==> src/rtl/lector_instrucciones.sv <==
// Instruction fetch unit: takes one word-address request from the program
// counter, issues a single memory read, waits (with timeout) for the data and
// delivers it as a one-cycle lectura_completada pulse.
// Optional one-entry delivery buffer enabled by the LECTOR_BUFFER_EN macro.
module lector_instrucciones #(
   parameter int TIMEOUT_CICLOS = 16
) (
   input  logic        clk,
   input  logic        reset,
   input  logic        leer_siguiente_inst,
   input  logic [13:0] direccion_siguiente_inst,
   input  logic        reiniciar,
   input  logic [31:0] mem_dato,
   input  logic        mem_dato_valido,
   input  logic        mem_espera,
   output logic [13:0] mem_direccion,
   output logic        mem_leer,
   output logic        lectura_completada,
   output logic [31:0] instruccion_actual,
   output logic        error_lectura
);

   localparam int CW = $clog2(TIMEOUT_CICLOS + 1);
   localparam logic [CW-1:0] LIMITE = CW'(TIMEOUT_CICLOS - 1);
   localparam logic [31:0] PALABRA_ERROR = 32'hFFFF_FFFF;

   typedef enum logic [2:0] {
      REPOSO,
      EMITIR,
      ESPERAR_DATO,
      ENTREGAR,
      DESCARTAR
   } estado_t;

   estado_t       estado, estado_sig;
   logic [CW-1:0] contador;
   logic [31:0]   dato_reg;
   logic          es_timeout;
   logic          vence;
   logic          acierto;
   logic [31:0]   dato_buffer;

   // control strobes decoded together with the next state
   logic iniciar_lectura;
   logic cargar_mem;
   logic cargar_buf;
   logic cargar_timeout;
   logic entregar;

   // last cycle of the wait window: no data for TIMEOUT_CICLOS cycles
   assign vence = (contador == LIMITE);

   // read strobe is a pure function of the state, so an async reset drops it at once
   assign mem_leer = (estado == EMITIR);

   // a delivery happens at the end of ENTREGAR unless it is being aborted
   assign entregar = (estado == ENTREGAR) && !reiniciar;

`ifdef LECTOR_BUFFER_EN
   logic        buf_valido;
   logic [13:0] buf_dir;
   logic [31:0] buf_dato;
   logic [13:0] dir_cap;

   assign acierto     = buf_valido && (buf_dir == direccion_siguiente_inst);
   assign dato_buffer = buf_dato;

   // one-entry buffer: filled on real deliveries, dropped on abort or timeout
   always_ff @(posedge clk or negedge reset) begin
      if (!reset) begin
         buf_valido <= 1'b0;
         buf_dir    <= '0;
         buf_dato   <= '0;
         dir_cap    <= '0;
      end else begin
         if (estado == REPOSO && leer_siguiente_inst && !reiniciar)
            dir_cap <= direccion_siguiente_inst;
         if (reiniciar || cargar_timeout) begin
            buf_valido <= 1'b0;
         end else if (entregar && !es_timeout) begin
            buf_valido <= 1'b1;
            buf_dir    <= dir_cap;
            buf_dato   <= dato_reg;
         end
      end
   end
`else
   assign acierto     = 1'b0;
   assign dato_buffer = '0;
`endif

   // state register
   always_ff @(posedge clk or negedge reset) begin
      // NOTE: state is updated with <= so every flop samples the pre-edge values.
      if (!reset) estado <= REPOSO;
      else        estado <= estado_sig;
   end

   // next-state and control strobe decode
   always_comb begin
      // NOTE: every output of this block gets a default first, otherwise a
      // path that does not assign it would infer a latch.
      estado_sig      = estado;
      iniciar_lectura = 1'b0;
      cargar_mem      = 1'b0;
      cargar_buf      = 1'b0;
      cargar_timeout  = 1'b0;
      unique case (estado)
         REPOSO: begin
            if (leer_siguiente_inst && !reiniciar) begin
               if (acierto) begin
                  estado_sig = ENTREGAR;
                  cargar_buf = 1'b1;
               end else begin
                  estado_sig      = EMITIR;
                  iniciar_lectura = 1'b1;
               end
            end
         end
         EMITIR: begin
            if (reiniciar) begin
               estado_sig = REPOSO;
            end else if (!mem_espera) begin
               // data already valid in the acceptance cycle is taken directly
               if (mem_dato_valido) begin
                  estado_sig = ENTREGAR;
                  cargar_mem = 1'b1;
               end else begin
                  estado_sig = ESPERAR_DATO;
               end
            end
         end
         ESPERAR_DATO: begin
            if (reiniciar) begin
               // a response landing in the abort cycle is already consumed
               estado_sig = (mem_dato_valido || vence) ? REPOSO : DESCARTAR;
            end else if (mem_dato_valido) begin
               estado_sig = ENTREGAR;
               cargar_mem = 1'b1;
            end else if (vence) begin
               estado_sig     = ENTREGAR;
               cargar_timeout = 1'b1;
            end
         end
         ENTREGAR: begin
            estado_sig = REPOSO;
         end
         DESCARTAR: begin
            if (mem_dato_valido || vence) estado_sig = REPOSO;
         end
         default: begin
            estado_sig = REPOSO;
         end
      endcase
   end

   // wait counter: runs only while a response is outstanding
   always_ff @(posedge clk or negedge reset) begin
      if (!reset) begin
         contador <= '0;
      end else if ((estado == ESPERAR_DATO || estado == DESCARTAR) &&
                   (estado_sig == ESPERAR_DATO || estado_sig == DESCARTAR)) begin
         contador <= contador + 1'b1;
      end else begin
         contador <= '0;
      end
   end

   // address register and fetched-word holding register
   always_ff @(posedge clk or negedge reset) begin
      if (!reset) begin
         mem_direccion <= '0;
         dato_reg      <= '0;
         es_timeout    <= 1'b0;
      end else begin
         if (iniciar_lectura) mem_direccion <= direccion_siguiente_inst;
         if (cargar_mem) begin
            dato_reg   <= mem_dato;
            es_timeout <= 1'b0;
         end else if (cargar_buf) begin
            dato_reg   <= dato_buffer;
            es_timeout <= 1'b0;
         end else if (cargar_timeout) begin
            dato_reg   <= PALABRA_ERROR;
            es_timeout <= 1'b1;
         end
      end
   end

   // delivery outputs and sticky error flag
   always_ff @(posedge clk or negedge reset) begin
      if (!reset) begin
         lectura_completada <= 1'b0;
         instruccion_actual <= '0;
         error_lectura      <= 1'b0;
      end else begin
         lectura_completada <= entregar;
         if (entregar) instruccion_actual <= dato_reg;
         if (cargar_timeout) error_lectura <= 1'b1;
      end
   end

endmodule

==> config.mk <==
export PLATFORM = sky130hd
export DESIGN_NAME = lector_instrucciones
export DESIGN_NICKNAME = d
export VERILOG_FILES = /design/src/rtl/lector_instrucciones.sv
export SDC_FILE = /design/constraint.sdc
export NUM_CORES = 1
export LEC_CHECK = 0
export CORE_MARGIN = 2
export CORE_UTILIZATION = 35
export DETAILED_ROUTE_END_ITERATION = 8
export PLACE_DENSITY = 0.67
export SLEW_MARGIN = 5
export SYNTH_ARGS = -nofsm -noshare
export SYNTH_HDL_FRONTEND = slang
export SYNTH_SLANG_ARGS = --single-unit
==> constraint.sdc <==
create_clock -name clk -period 1.6 [get_ports clk]
set_input_delay 0.4 -clock clk [delete_from_list [all_inputs] [get_ports clk]]
set_output_delay 0.4 -clock clk [all_outputs]
set_load 0.01 [all_outputs]
Word level (Yosys, flattened, before mapping). Index checks and enable logic that the tools add are counted.

Multiplexer cells: 24. Reductions and logical operators: 9. $add $sub $neg: 1. Equality and inequality tests: 7.

Operator list (count): $mux W32 (2); $mux W3 (8); $pmux W3 S4 (1); $mux W1 (11); $eq A3 B2 Y1 const B (3); $eq A3 B3 Y1 const B (2); $add A5 B1 Y5 const B (1); $eq A5 B4 Y1 const B (1); $mux W5 (1); $eq A3 B1 Y1 const B (1); $logic_and A1 B1 Y1 (3); $logic_not A3 Y1 (1); $logic_or A1 B1 Y1 (3); $pmux W1 S2 (1); $reduce_bool A2 Y1 (1); $logic_not A1 Y1 (1).

Word-level logic and storage cells: 48. Bits in registers: 88. Output and inout bits: 49. Bits of input ports: 52.

Depth between registers and ports, before layout.
Depth after elaboration: 9. Mapped depth: 8. Depth with buffers taken out: 6.

Least setup slack after synthesis. No wires, ideal clock.

Path type: register -> register. Start point: reg contador[0]. End point: reg dato_reg[0]. Data arrival time: 1595 ps. Slack: -120 ps. Required time: 1475 ps. Library setup time: 125 ps. Cell stages (with the launch flop): 9. Path buffers: 2. Cell sequence: dfrtp_1 -> ha_1 -> and3_1 -> ha_1 -> nor4bb_1 -> buf_2 -> buf_2 -> a21oi_1 -> mux2i_1.

Word-level cells in the longest chain between the ends: 6.

RTL lines: from (decl) (line 36) `logic [CW-1:0] contador;`; from (signal assigned) (line 163) `contador <= contador + 1'b1;`; $eq A5 B4 Y1 (line 51) `assign vence = (contador == LIMITE);`; $mux W1 (line 140) `end else if (vence) begin`; $mux W1 (line 137) `end else if (mem_dato_valido) begin`; $mux W1 (line 134) `if (reiniciar) begin`; $mux W1 (line 108) `unique case (estado)`; $reduce_bool A2 Y1 (no source line); to (signal assigned) (line 178) `dato_reg <= mem_dato;`; to (signal assigned) (line 181) `dato_reg <= dato_buffer;`; to (decl) (line 37) `logic [31:0] dato_reg;`.

Every way passes these cells. A chain may end at the register's enable or synchronous reset.

Worst setup path in the final report.
Start point: reg contador[0]. End point: reg dato_reg[26].

The elaborated chain is that of the path after synthesis.

==> run_results.csv <==
group,metric,value,unit
worst_setup_path,critical-path-max-stage-delay,0.38,ns
drt,drt-met1-wl,4000,µm
drt,route.met2.wl,4320,µm
clock_network,cts_buffer_depth,2,
synth,syn-mean-instance-area,13.7,µm²
sta,fin_crit,1.81,ns
placement,gp_congestion,0.710,
global_routing,antenna_found_initial,0,
synth,synth_nets,342,
floorplanning,die_y,110,µm
finish,layout-drive-gt1-share,0.320,
drt,drtIter0Drc,77,
floorplanning,num_rows,38,
hold_path,hold_path_class,"flop to flop",
drt,routedWlPerCell,15.7,µm
finish,layout_common_cells,"88 x dfrtp_1, 49 x clkdlybuf4s50_1, 47 x dlygate4sd2_1",
floorplanning,io_pins,101,
status,status,"finished with violations",
drt,routed_wl,8800,µm
worst_setup_path,worstSetupPathType,"flop to flop",
worst_setup_path,critPathTopFamily,"buffers and inverters",
finish,nets,471,
floorplanning,die_x,110,µm
placement,place_ws,-0.334,ns
synth,synth_cell_type_count,37,
synth,yosysTopAreaCell,"dfrtp_1",
drt,dr.pass1.iters,4,
drt,vias,2580,
floorplanning,die_area,12100,µm²
drt,route.antenna.remaining_nets,0,
worst_setup_path,critPathBufInv,3,
placement,io_buffer_count,100,
finish,instances_no_fill,562,
sta,setup_ws,-0.208,ns
sta,skew,0.00773,ns
worst_setup_path,crit_path_cell_trace,"ha_2 -> and3_4 -> ha_4 -> buf_6 -> nor4bb_4 -> buf_6 -> buf_8 -> a21oi_1 -> mux2i_1",
drt,met3_length,411,µm
worst_setup_path,worstReg2RegEnd,"dato_reg[26]",
placement,dp.cells,539,
global_routing,grt_use_total,0.147,
worst_setup_path,worstRegToRegCells,9,
worst_setup_path,startpoint,"contador[0]",
clock_network,clkTransAtPathRegs,0.06,ns
clock_network,cts_root_buffer,"clkbuf_16",
worst_setup_path,startpoint_type,"flop",
worst_setup_path,crit_end,"dato_reg[26]",
global_routing,grt_overflow,0,
sta,fmax,553,MHz
synth,yosysWarnings,0,
worst_setup_path,end_kind,"flop",
worst_setup_path,critical_path_depth,9,
job,maxCapViolCount,0,
sta,worstMarginPinSlew,0.378,ns
pwr,vdd_drop_max,0.617,mV
floorplanning,core,10900,µm²
drt,top_layer_used,"met4",
finish,diodes,0,
finish,final_common_cell,"dfrtp_1",
floorplanning,start_util,0.361,
clock_network,cts_sinks,88,
worst_setup_path,r2r_start,"contador[0]",
placement,dp_hpwl,5990,µm
sta,slew_headroom,0.748,
global_routing,grt_pass1_wl,13800,µm
clock_network,cts_tree,"done",
synth,synth_top_area_frac,0.558,
pwr,leakage,0.00303,µW
clock_network,clkLatencyLatePin,0.33,ns
drt,drt-vias-per-instance,4.59,
worst_setup_path,cp_slowest_cell,"dfrtp_1",
clock_network,cts_htree_levels,3,
sta,hold_violations,0,
worst_setup_path,r2r_slack,-0.21,ns
finish,area_growth,48.8,%
worst_setup_path,cp.required,1.81,ns
sta,fin_crit_sh,1.13,
pwr,powerDensity,1280,nW/µm²
global_routing,grt_max_degree,41,
sta,setup_viol,40,
worst_setup_path,path_common_cell,"buf_6",
worst_setup_path,cp.arrival,2.02,ns
synth,netlist_area,3950,µm²
finish,fillCellCount,945,
sta,rsz0062_at_grt,"true",
status,violations,"setup timing",
synth,ys_seq_area_frac,0.558,
clock_network,numCtsBuffers,9,
synth,synthTopCellsByArea,"dfrtp_1 56%, mux2_4 15%, mux2i_1 8.1%",
sta,drv_slew,0,
synth,ys_seq_elements,88,
drt,drc,0,
global_routing,grt_pass1_vias,2719,
worst_setup_path,path_max_fanout,8,
synth,synth_cells,288,
-- final cells by class --
type | count | area (µm²) | area share
well taps | 140 | 175 | 0.0298
clock buffers | 11 | 243 | 0.0413
repair buffers | 136 | 1400 | 0.238
clock inverters | 5 | 63.8 | 0.0109
inverters | 37 | 139 | 0.0236
flip-flops and latches | 88 | 2200 | 0.375
multi-input cells | 145 | 1650 | 0.281
-- synthesized netlist by cell type (all sizes together) --
cell and instances:
a21o 1, nor2 4, xor2 1, dfrtp 88, a211oi 5, nand3 1, inv 37, and3 3
or3b 1, nor2b 1, buf 15, nor4 1, nand2 1, mux2i 32, o32ai 1, nor3b 3
clkbuf 3, o21a 1, nor4bb 1, ha 2, o21ai 1, xnor2 1, mux2 47, a32oi 1
or2 1, nor3 1, and2 1, a21oi 32, o211ai 1
-- what timing repair did --
| action | in CTS | in global routing |
|---|---|---|
| endpoints found under the hold margin | 16 | 0 |
| pin swaps | 1 | 25 |
| buffers inserted | 0 | 4 |
| hold buffers | 1 | 0 |
| endpoints found under the setup margin | 87 | 42 |
| gates cloned | 0 | 3 |
| gates resized for setup | 56 | 49 |
-- layer usage --
metal  global-route usage  vias up
met5                    0        -
met4               0.0348        0
met3               0.0406        6
met2                0.240       62
met1                0.196     1279
li1                     -     1233
-- worst min path at each step --
stage / from / end / slack [ns] / cells after the start
final: error_lectura / error_lectura / 0.47 / 1
after global routing: error_lectura / error_lectura / 0.50 / 1
after CTS: error_lectura / error_lectura / 0.47 / 1
after detailed placement: reset / mem_direccion[6] / 0.30 / 1
after global placement: reset / mem_direccion[8] / 0.29 / 1
after floorplan: reset / contador[0] / 0.10 / 0
-- report_power, final --
group / internal [µW] / switching, µW
clock network: 1260 / 846
registers: 2930 / 453
logic: 1220 / 790
total: 5420 / 2090
-- kinds of logic after synthesis --
group                      Yosys count  share of synthesized area
DFF                                 88                      0.558
muxes                               79                      0.252
buffers and inverters               55                     0.0786
AOI/OAI and AO/OA                   43                     0.0669
and+or+nand+nor                     19                     0.0333
xor gates and xnor gates             2                    0.00444
adders and majority gates            2                    0.00634
-- stage by stage --
stage / setup TNS (ns) / util / instance area, µm² / hold slack (ns) / power [µW]
after floorplan: -0.618 / - / 4000 / 0.104 / 4390
after global placement: -19.65 / 0.486 / 5310 / 0.292 / 5460
after detailed placement: -22.67 / 0.486 / 5310 / 0.296 / 5550
after CTS: -7.23 / 0.510 / 5580 / 0.469 / 7460
after global routing: -10.41 / 0.537 / 5870 / 0.498 / 7960
final: -6.88 / 0.537 / 5870 / 0.466 / 7510
Note: power is estimated with default switching activity, not from simulation.
